### config.mk
export PLATFORM = sky130hd
export DESIGN_NAME = stack_cmd_seq
export DESIGN_NICKNAME = d
export VERILOG_FILES = /design/src/rtl/stack_cmd_seq.sv
export SDC_FILE = /design/constraint.sdc
export NUM_CORES = 1
export LEC_CHECK = 0
export ABC_AREA = 0
export BUFFER_PORTS_ARGS = -buffer_cell sky130_fd_sc_hd__buf_4
export CAP_MARGIN = 20
export CORE_UTILIZATION = 50
export DETAILED_ROUTE_END_ITERATION = 8
export PLACE_DENSITY = 0.7
export SKIP_LAST_GASP = 1
export SYNTH_ARGS = -nofsm -noshare
export SYNTH_HDL_FRONTEND = slang
export SYNTH_SLANG_ARGS = --single-unit
### constraint.sdc
create_clock -name clk -period 2.77 [get_ports clk]
set_input_delay 0.1385 -clock clk [delete_from_list [all_inputs] [get_ports clk]]
set_output_delay 0.1385 -clock clk [all_outputs]
set_load 0.005 [all_outputs]
### src/rtl/stack_cmd_seq.sv
// stack_cmd_seq
//
// Command sequencer sitting in front of a pair of 8-bit LIFO stacks that share
// one select line. A single command is taken over a valid/ready handshake.
// Compound operations (DUP, SWAP, MOVE, CLEAR) are expanded into a short run of
// push/pop strobes. Exactly one response is returned per accepted command.
//
// Ports
//   clk, rst_n         clock (rising edge), synchronous active-low reset
//   cmd_valid/ready    command handshake; ready is high only while idle
//   cmd_op/sel/data    opcode (NOP PUSH POP PEEK DUP SWAP MOVE CLEAR),
//                      target stack (source for MOVE), PUSH operand
//   rsp_valid          one-cycle completion pulse
//   rsp_data/err       result and error flag, held until the next response
//   stk_select         shared stack select
//   stk_push/pop       push / pop strobes, never both high
//   stk_wdata          push data
//   stk_rdata          top of the currently selected stack (0 when empty)
//   stk_empty/full     per-stack status, bit i = stack i
module stack_cmd_seq #(
    parameter int DEPTH = 16
) (
    input  logic       clk,
    input  logic       rst_n,
    input  logic       cmd_valid,
    output logic       cmd_ready,
    input  logic [2:0] cmd_op,
    input  logic       cmd_sel,
    input  logic [7:0] cmd_data,
    output logic       rsp_valid,
    output logic [7:0] rsp_data,
    output logic       rsp_err,
    output logic       stk_select,
    output logic       stk_push,
    output logic       stk_pop,
    output logic [7:0] stk_wdata,
    input  logic [7:0] stk_rdata,
    input  logic [1:0] stk_empty,
    input  logic [1:0] stk_full
);

    // CLEAR can remove at most DEPTH items, so the counter holds 0..DEPTH.
    localparam int CNT_W = $clog2(DEPTH + 1);

    typedef enum logic [1:0] {
        S_IDLE,
        S_EXEC,
        S_RESP
    } state_t;

    typedef enum logic [2:0] {
        OP_NOP   = 3'd0,
        OP_PUSH  = 3'd1,
        OP_POP   = 3'd2,
        OP_PEEK  = 3'd3,
        OP_DUP   = 3'd4,
        OP_SWAP  = 3'd5,
        OP_MOVE  = 3'd6,
        OP_CLEAR = 3'd7
    } op_t;

    state_t           state_q;
    logic [1:0]       step_q;
    op_t              op_q;
    logic             sel_q;
    logic [7:0]       data_q;
    logic [7:0]       t0_q;
    logic [7:0]       t1_q;
    logic [CNT_W-1:0] count_q;
    logic             rsp_valid_q;
    logic [7:0]       rsp_data_q;
    logic             rsp_err_q;

    // Status of the latched target stack and of the other stack.
    logic empty_s;
    logic full_s;
    logic full_o;

    assign empty_s = stk_empty[sel_q];
    assign full_s  = stk_full[sel_q];
    assign full_o  = stk_full[~sel_q];

    // Per-cycle EXEC outcome: finish (with data/err), temp loads, CLEAR count.
    logic       fin;
    logic       fin_err;
    logic [7:0] fin_data;
    logic       ld_t0;
    logic       ld_t1;
    logic       cnt_inc;

    always_comb begin
        fin      = 1'b0;
        fin_err  = 1'b0;
        fin_data = 8'h00;
        ld_t0    = 1'b0;
        ld_t1    = 1'b0;
        cnt_inc  = 1'b0;
        unique case (op_q)
            OP_NOP: begin
                fin = 1'b1;
            end
            OP_PUSH: begin
                fin = 1'b1;
                if (full_s) fin_err  = 1'b1;
                else        fin_data = data_q;
            end
            OP_POP, OP_PEEK: begin
                fin = 1'b1;
                if (empty_s) fin_err  = 1'b1;
                else         fin_data = stk_rdata;
            end
            OP_DUP: begin
                if (step_q == 2'd0) begin
                    if (empty_s || full_s) begin
                        fin     = 1'b1;
                        fin_err = 1'b1;
                    end else begin
                        ld_t0 = 1'b1;
                    end
                end else begin
                    fin      = 1'b1;
                    fin_data = t0_q;
                end
            end
            OP_SWAP: begin
                unique case (step_q)
                    2'd0: begin
                        if (empty_s) begin
                            fin     = 1'b1;
                            fin_err = 1'b1;
                        end else begin
                            ld_t0 = 1'b1;
                        end
                    end
                    2'd1: begin
                        // Stack held a single entry: it gets restored below.
                        if (empty_s) begin
                            fin     = 1'b1;
                            fin_err = 1'b1;
                        end else begin
                            ld_t1 = 1'b1;
                        end
                    end
                    2'd2: begin
                    end
                    default: begin
                        fin      = 1'b1;
                        fin_data = t1_q;
                    end
                endcase
            end
            OP_MOVE: begin
                if (step_q == 2'd0) begin
                    if (empty_s || full_o) begin
                        fin     = 1'b1;
                        fin_err = 1'b1;
                    end else begin
                        ld_t0 = 1'b1;
                    end
                end else begin
                    fin      = 1'b1;
                    fin_data = t0_q;
                end
            end
            default: begin
                // CLEAR: pop until the stack reports empty.
                if (empty_s) begin
                    fin      = 1'b1;
                    fin_data = 8'(count_q);
                end else begin
                    cnt_inc = 1'b1;
                end
            end
        endcase
    end

    // Strobe decode. Strobes are gated by the flags of the same cycle so that
    // an error exit never disturbs the stacks; the stacks act on the next edge.
    logic       sel_eff;
    logic       push_c;
    logic       pop_c;
    logic [7:0] wdata_c;

    always_comb begin
        sel_eff = sel_q;
        push_c  = 1'b0;
        pop_c   = 1'b0;
        wdata_c = 8'h00;
        if (state_q == S_EXEC) begin
            unique case (op_q)
                OP_PUSH: begin
                    if (!full_s) begin
                        push_c  = 1'b1;
                        wdata_c = data_q;
                    end
                end
                OP_POP: begin
                    pop_c = !empty_s;
                end
                OP_DUP: begin
                    if (step_q == 2'd1) begin
                        push_c  = 1'b1;
                        wdata_c = t0_q;
                    end
                end
                OP_SWAP: begin
                    unique case (step_q)
                        2'd0: pop_c = !empty_s;
                        2'd1: begin
                            if (empty_s) begin
                                push_c  = 1'b1;
                                wdata_c = t0_q;
                            end else begin
                                pop_c = 1'b1;
                            end
                        end
                        2'd2: begin
                            push_c  = 1'b1;
                            wdata_c = t0_q;
                        end
                        default: begin
                            push_c  = 1'b1;
                            wdata_c = t1_q;
                        end
                    endcase
                end
                OP_MOVE: begin
                    if (step_q == 2'd0) begin
                        pop_c = !(empty_s || full_o);
                    end else begin
                        sel_eff = ~sel_q;
                        push_c  = 1'b1;
                        wdata_c = t0_q;
                    end
                end
                OP_CLEAR: begin
                    pop_c = !empty_s;
                end
                default: begin
                end
            endcase
        end
    end

    assign cmd_ready  = (state_q == S_IDLE);
    assign stk_select = (state_q == S_EXEC) ? sel_eff : 1'b0;
    assign stk_push   = push_c;
    assign stk_pop    = pop_c;
    assign stk_wdata  = wdata_c;
    assign rsp_valid  = rsp_valid_q;
    assign rsp_data   = rsp_data_q;
    assign rsp_err    = rsp_err_q;

    always_ff @(posedge clk) begin
        if (!rst_n) begin
            state_q     <= S_IDLE;
            step_q      <= 2'd0;
            op_q        <= OP_NOP;
            sel_q       <= 1'b0;
            data_q      <= 8'h00;
            t0_q        <= 8'h00;
            t1_q        <= 8'h00;
            count_q     <= '0;
            rsp_valid_q <= 1'b0;
            rsp_data_q  <= 8'h00;
            rsp_err_q   <= 1'b0;
        end else begin
            rsp_valid_q <= 1'b0;
            unique case (state_q)
                S_IDLE: begin
                    if (cmd_valid) begin
                        op_q    <= op_t'(cmd_op);
                        sel_q   <= cmd_sel;
                        data_q  <= cmd_data;
                        count_q <= '0;
                        step_q  <= 2'd0;
                        // NOP has nothing to execute and responds immediately.
                        if (op_t'(cmd_op) == OP_NOP) begin
                            state_q     <= S_RESP;
                            rsp_valid_q <= 1'b1;
                            rsp_data_q  <= 8'h00;
                            rsp_err_q   <= 1'b0;
                        end else begin
                            state_q <= S_EXEC;
                        end
                    end
                end
                S_EXEC: begin
                    if (ld_t0)   t0_q    <= stk_rdata;
                    if (ld_t1)   t1_q    <= stk_rdata;
                    if (cnt_inc) count_q <= count_q + 1'b1;
                    step_q <= step_q + 2'd1;
                    if (fin) begin
                        state_q     <= S_RESP;
                        rsp_valid_q <= 1'b1;
                        rsp_data_q  <= fin_data;
                        rsp_err_q   <= fin_err;
                    end
                end
                S_RESP: begin
                    state_q <= S_IDLE;
                end
                default: begin
                    state_q <= S_IDLE;
                end
            endcase
        end
    end

endmodule
### After elaboration in Yosys (flattened, before gate mapping)

Index checks and enable logic that the tools add are counted.

* divide/modulo/power cells: 0
* bitwise logic cells: 1
* reductions and logical operators: 23
* $add $sub $neg: 2
* equality and inequality tests: 14
* mux-type cells: 73
* magnitude comparators: 2
* shift operators: 0
* $mul: 0

Operator list (number)
* 2-to-1 mux 8 bit: 10
* case mux 8 bit (5 select lines): 1
* 2-to-1 mux 1 bit: 39
* case mux 8 bit (4 select lines): 1
* case mux 8 bit (3 select lines): 1
* case mux 8 bit (2 select lines): 1
* 2-to-1 mux 5 bit: 3
* equality test 3 bit (second input constant): 4
* case mux 1 bit (2 select lines): 5
* case mux 5 bit (2 select lines): 1
* AND reduction 2 bit: 5
* 2-to-1 mux 2 bit: 4
* case mux 1 bit (4 select lines): 2
* case mux 2 bit (2 select lines): 2
* OR reduction 2 bit: 4
* OR reduction 7 bit: 1
* equality test 3 x 2 -> 1 bit (second input constant): 2
* zero test 3 bit: 2
* != test 2 bit (second input constant): 3
* case mux 1 bit (3 select lines): 2
* adder 5 x 1 -> 5 bit (second input constant): 1
* case mux 1 bit (5 select lines): 1
* equality test 2 x 1 -> 1 bit (second input constant): 2
* zero test 2 bit: 2
* other kinds (13): 16

* output and inout bits: 22
* input port bits: 27
* bits in read-only memories: 0
* bits in latches: 0
* register bits: 47
* memory bits (writable): 0
* memories: 0
* logic and storage cells: 126

### Depth between registers and ports, before layout

* depth in word-level cells: 9
* gate-level depth with buffers: 10

### Worst setup path after synthesis

OpenSTA, ideal clock, no wires.

* path kind: reg2reg
* start: register step_q[0]
* end: register rsp_data_q[0], in the netlist rsp_data[0]
* buffers on the path: 2
* path slack: 729 ps
* setup time: 116 ps
* data arrival time: 1925 ps
* clock period less this slack: 2041 ps
* stages on the path, launching flop included: 11
* data required time: 2654 ps
* cells stage by stage: dfxtp_1 > inv_1 > ha_1 > clkbuf_2 > nor4b_1 > a31oi_1 > a22oi_1 > a31oi_1 > or2_0 > buf_2 > o211a_1

* cells in the longest elaborated chain, start to end: 6

Ends and longest elaborated chain
* from (decl): RTL line 63 `logic [1:0] step_q;`
* from (signal assigned): RTL line 292 `step_q <= step_q + 2'd1;`
* equality test 2 x 1 -> 1 bit (tied with other cells): RTL line 126 `unique case (step_q)`
* OR reduction 2 bit (no line) / OR reduction 3 bit (equally long branches)
* case mux 1 bit (2 select lines) / 2-to-1 mux 8 bit (equally long branches): RTL line 126
* case mux 1 bit (4 select lines) / case mux 8 bit (5 select lines) (equally long branches): RTL line 98 `unique case (op_q)`
* != test 2 bit (no line) / 2-to-1 mux 8 bit (equally long branches)
* AND reduction 4 bit (no line) / case mux 8 bit (2 select lines) (equally long branches)
* to (signal assigned): RTL line 296 `rsp_data_q <= fin_data;`
* to (decl): RTL line 71 `logic [7:0] rsp_data_q;`

Parallel ways exist; a longest one is shown, timed or not. The select of a mux whose other input is x is not followed.
A chain may end at the register's enable or synchronous reset.

### Worst setup path after layout

* start: register step_q[0]
* end: register rsp_data_q[1], in the netlist rsp_data[1]

Same word-level chain as after synthesis.

==> run_results.csv <==
group,metric,value,unit
hold_path,hp-class,"in2reg",
timing,fin_crit_sh,0.895,
layout,fin_nets,380,
global_routing,grt_pass1_wl,10600,um
setup_path,critical_path_required,3.00,ns
setup_path,cp.depth,8,
cts,cts_tree,"built",
layout,area_growth,19.7,%
floorplanning,core_area,5110,um2
synth,synth_cell_type_count,49,
setup_path,reg2reg_slack,0.29,ns
setup_path,reg2reg_depth,8,
setup_path,worst-path-buf-inv,1,
setup_path,crit_slowest_cell,"nor3b_1",
timing,fin_setup_tns,0,ns
timing,period_needed,2.48,ns
cts,cts_made_buffers,5,
global_routing,grt_pass1_vias,2187,
cts,postCtsSetupBuffers,0,
setup_path,critPathTopFamily,"simple AND/OR/NAND/NOR gates",
status,outcome,"finished clean",
power,vdd_ir_drop_max,0.292,mV
setup_path,crit_path_end,"rsp_data[1]",
timing,drv_slew,0,
timing,worstMarginPinSlew,1.08,ns
power,p_leak,1.20,nW
cts,root_buffer,"clkbuf_8",
synth,postSynthCellCount,304,
layout,nFillCells,487,
timing,slew_headroom,0.275,
synth,syn-mean-instance-area,8.76,um2
route,drt.antenna.violating_nets,0,
layout,multi_input_area,1610,um2
floorplanning,num_rows,26,
route,vias,2453,
setup_path,cp_cell_sequence,"inv_1 -> ha_1 -> nor3b_1 -> a32o_1 -> a221o_1 -> a22oi_1 -> o21ai_0 -> o211a_1",
synth,ys_seq_area_frac,0.353,
synth,syn_nets,337,
timing,setup_viol,0,
run,maxCapViolCount,0,
synth,yosysTopAreaCell,"dfxtp_1",
global_routing,antenna_found_initial,0,
layout,n_antenna_cell,0,
floorplanning,fp.dieH,75.0,um
layout,drive_gt1_frac,0.202,
floorplanning,die_area,5620,um2
route,drt_iter0_markers,134,
timing,rsz0062_at_grt,"no",
route,vias_per_cell,5.88,
cts,cts.sinks,47,
timing,fin_skew,0.0129,ns
setup_path,cp-end-kind,"register",
route,drc,0,
floorplanning,die_width,75.0,um
place,hpwl,5030,um
place,pre_cts_slack,0.258,ns
power,p_per_area,451,nW/um2
timing,setup_ws,0.290,ns
setup_path,cp-start-kind,"register",
cts,cts_max_level,2,
setup_path,slowest_delay,0.90,ns
layout,layout_commonest_cell,"buf_4",
route,wl,6960,um
place,io_buffers,48,
synth,yosys-top-cells-area,"dfxtp_1 35%, mux2i_1 7.1%, a22oi_1 6.2%, nand2_1 5.4%, nor2b_1 4.9%",
floorplanning,ios,49,
route,wire_per_inst,16.7,um
setup_path,crit_type,"reg2reg",
synth,synthArstFlopShare,0,
cts,clk_pin_slew,0.08,ns
setup_path,arrival,2.71,ns
global_routing,grt_usage,0.253,
synth,yosys_warnings,0,
route,first_pass_iters,4,
setup_path,crit_fanout,8,
floorplanning,start_util,0.522,
setup_path,r2r-start,"step_q[0]",
timing,fmax,403,MHz
timing,hold_viol_final,0,
power,power,1.44,mW
synth,synth_edf_count,0,
cts,clock_latency,0.29,ns
layout,final_cell_mix,"57 x buf_4, 46 x dfxtp_1, 38 x nand2_1, 22 x a22oi_1, 21 x nor2b_1",
synth,netlist.area_leader.share,0.353,
cts,clockBufferDepth,2,
setup_path,cp-startpoint,"step_q[0]",
synth,syn_area,2660,um2
global_routing,grt_max_degree,48,
synth,synth_flop_cell,"dfxtp_1",
global_routing,overflow,0,
layout,seq_area,942,um2
setup_path,r2r_end,"rsp_data[1]",
place,gp_congestion,0.894,
synth,ys_ff_latch,47,
==> power breakdown <==
| part | leakage [nW] | total (mW) | internal [mW] | switching, mW |
|---|---|---|---|---|
| Sequential | 0.382 | 0.723 | 0.699 | 0.0240 |
| Combinational | 0.771 | 0.230 | 0.102 | 0.128 |
| Clock | 0.0513 | 0.485 | 0.265 | 0.220 |
| Total | 1.20 | 1.44 | 1.07 | 0.373 |
==> cells by family (layout without fill, tap and decap cells) <==
logic type | after synthesis | after routing | share of synthesized area
buf+inv | 25 | 68 | 0.0413
compound gates | 96 | 96 | 0.280
xor+xnor | 4 | 4 | 0.0132
fa+ha+maj | 6 | 6 | 0.0282
flops | 47 | 47 | 0.353
simple gates | 105 | 105 | 0.203
mux | 21 | 21 | 0.0808
==> cells in the mapped netlist, types with 6 or more instances <==
cell,n
dfxtp_1,47
mux2i_1,19
a21oi_1,6
nor2b_1,21
clkbuf_1,11
a32o_1,8
a22oi_1,22
and2_1,6
o2bb2ai_1,9
buf_2,6
o21ai_0,10
nor2_1,14
a21boi_0,14
ha_1,6
nand2_1,38
==> how the worst min path moves through the flow <==
stage,depth (start not counted),startpoint,to
after floorplan,2,cmd_data[0],data_q[0]
after detailed placement,3,cmd_data[2],data_q[2]
after global placement,3,cmd_data[4],data_q[4]
after global routing,3,cmd_data[7],data_q[7]
final,3,cmd_data[6],data_q[6]
after CTS,3,cmd_data[7],data_q[7]
==> through the flow <==
step	cells	utilization	instance area, um2	hold slack, ns
final	417	0.624	3190	0.101
after global routing	417	0.624	3190	0.0907
after CTS	417	0.624	3190	0.0903
after detailed placement	410	0.604	3080	0.411
after global placement	410	0.604	3080	0.401
after floorplan	304	-	2660	0.283
==> what timing repair did <==
item / in CTS / in global routing
endpoints found under the hold margin: 0 / 0
endpoints found under the setup margin: 0 / 1
hold buffers: 0 / 0
resized for setup: 0 / 1
==> sequential cells by signal (all words and copies together) (netlist names) <==
signal / cells
rsp_err: 1
op_q: 3
t0_q: 8
t1_q: 8
step_q: 2
state_q: 2
rsp_valid: 1
count_q: 5
rsp_data: 8
sel_q: 1
data_q: 8
==> tightest hold or removal path, stage by stage <==
cell      delay [ns]
buf_4           0.11
nand2_1         0.04
a21boi_0        0.06
==> per-layer routing <==
| layer | track usage | wire [um] | part of all wire |
|---|---|---|---|
| met2 | 0.418 | 3310 | 0.48 |
| met1 | 0.334 | 3170 | 0.46 |
| met4 | 0.0776 | 97 | 0.014 |
| met5 | 0 | 0 | 0 |
| met3 | 0.0509 | 384 | 0.055 |
==> final cells by class <==
| type | instances | area share |
|---|---|---|
| Clock inverter | 1 | 0.00942 |
| Inverter | 4 | 0.00471 |
| Clock buffer | 6 | 0.0228 |
| Tap cell | 70 | 0.0275 |
| Sequential cell | 47 | 0.296 |
| Timing Repair Buffer | 57 | 0.134 |
| Multi-Input combinational cell | 232 | 0.506 |
No activity file was read; power rests on OpenSTA's default activity.
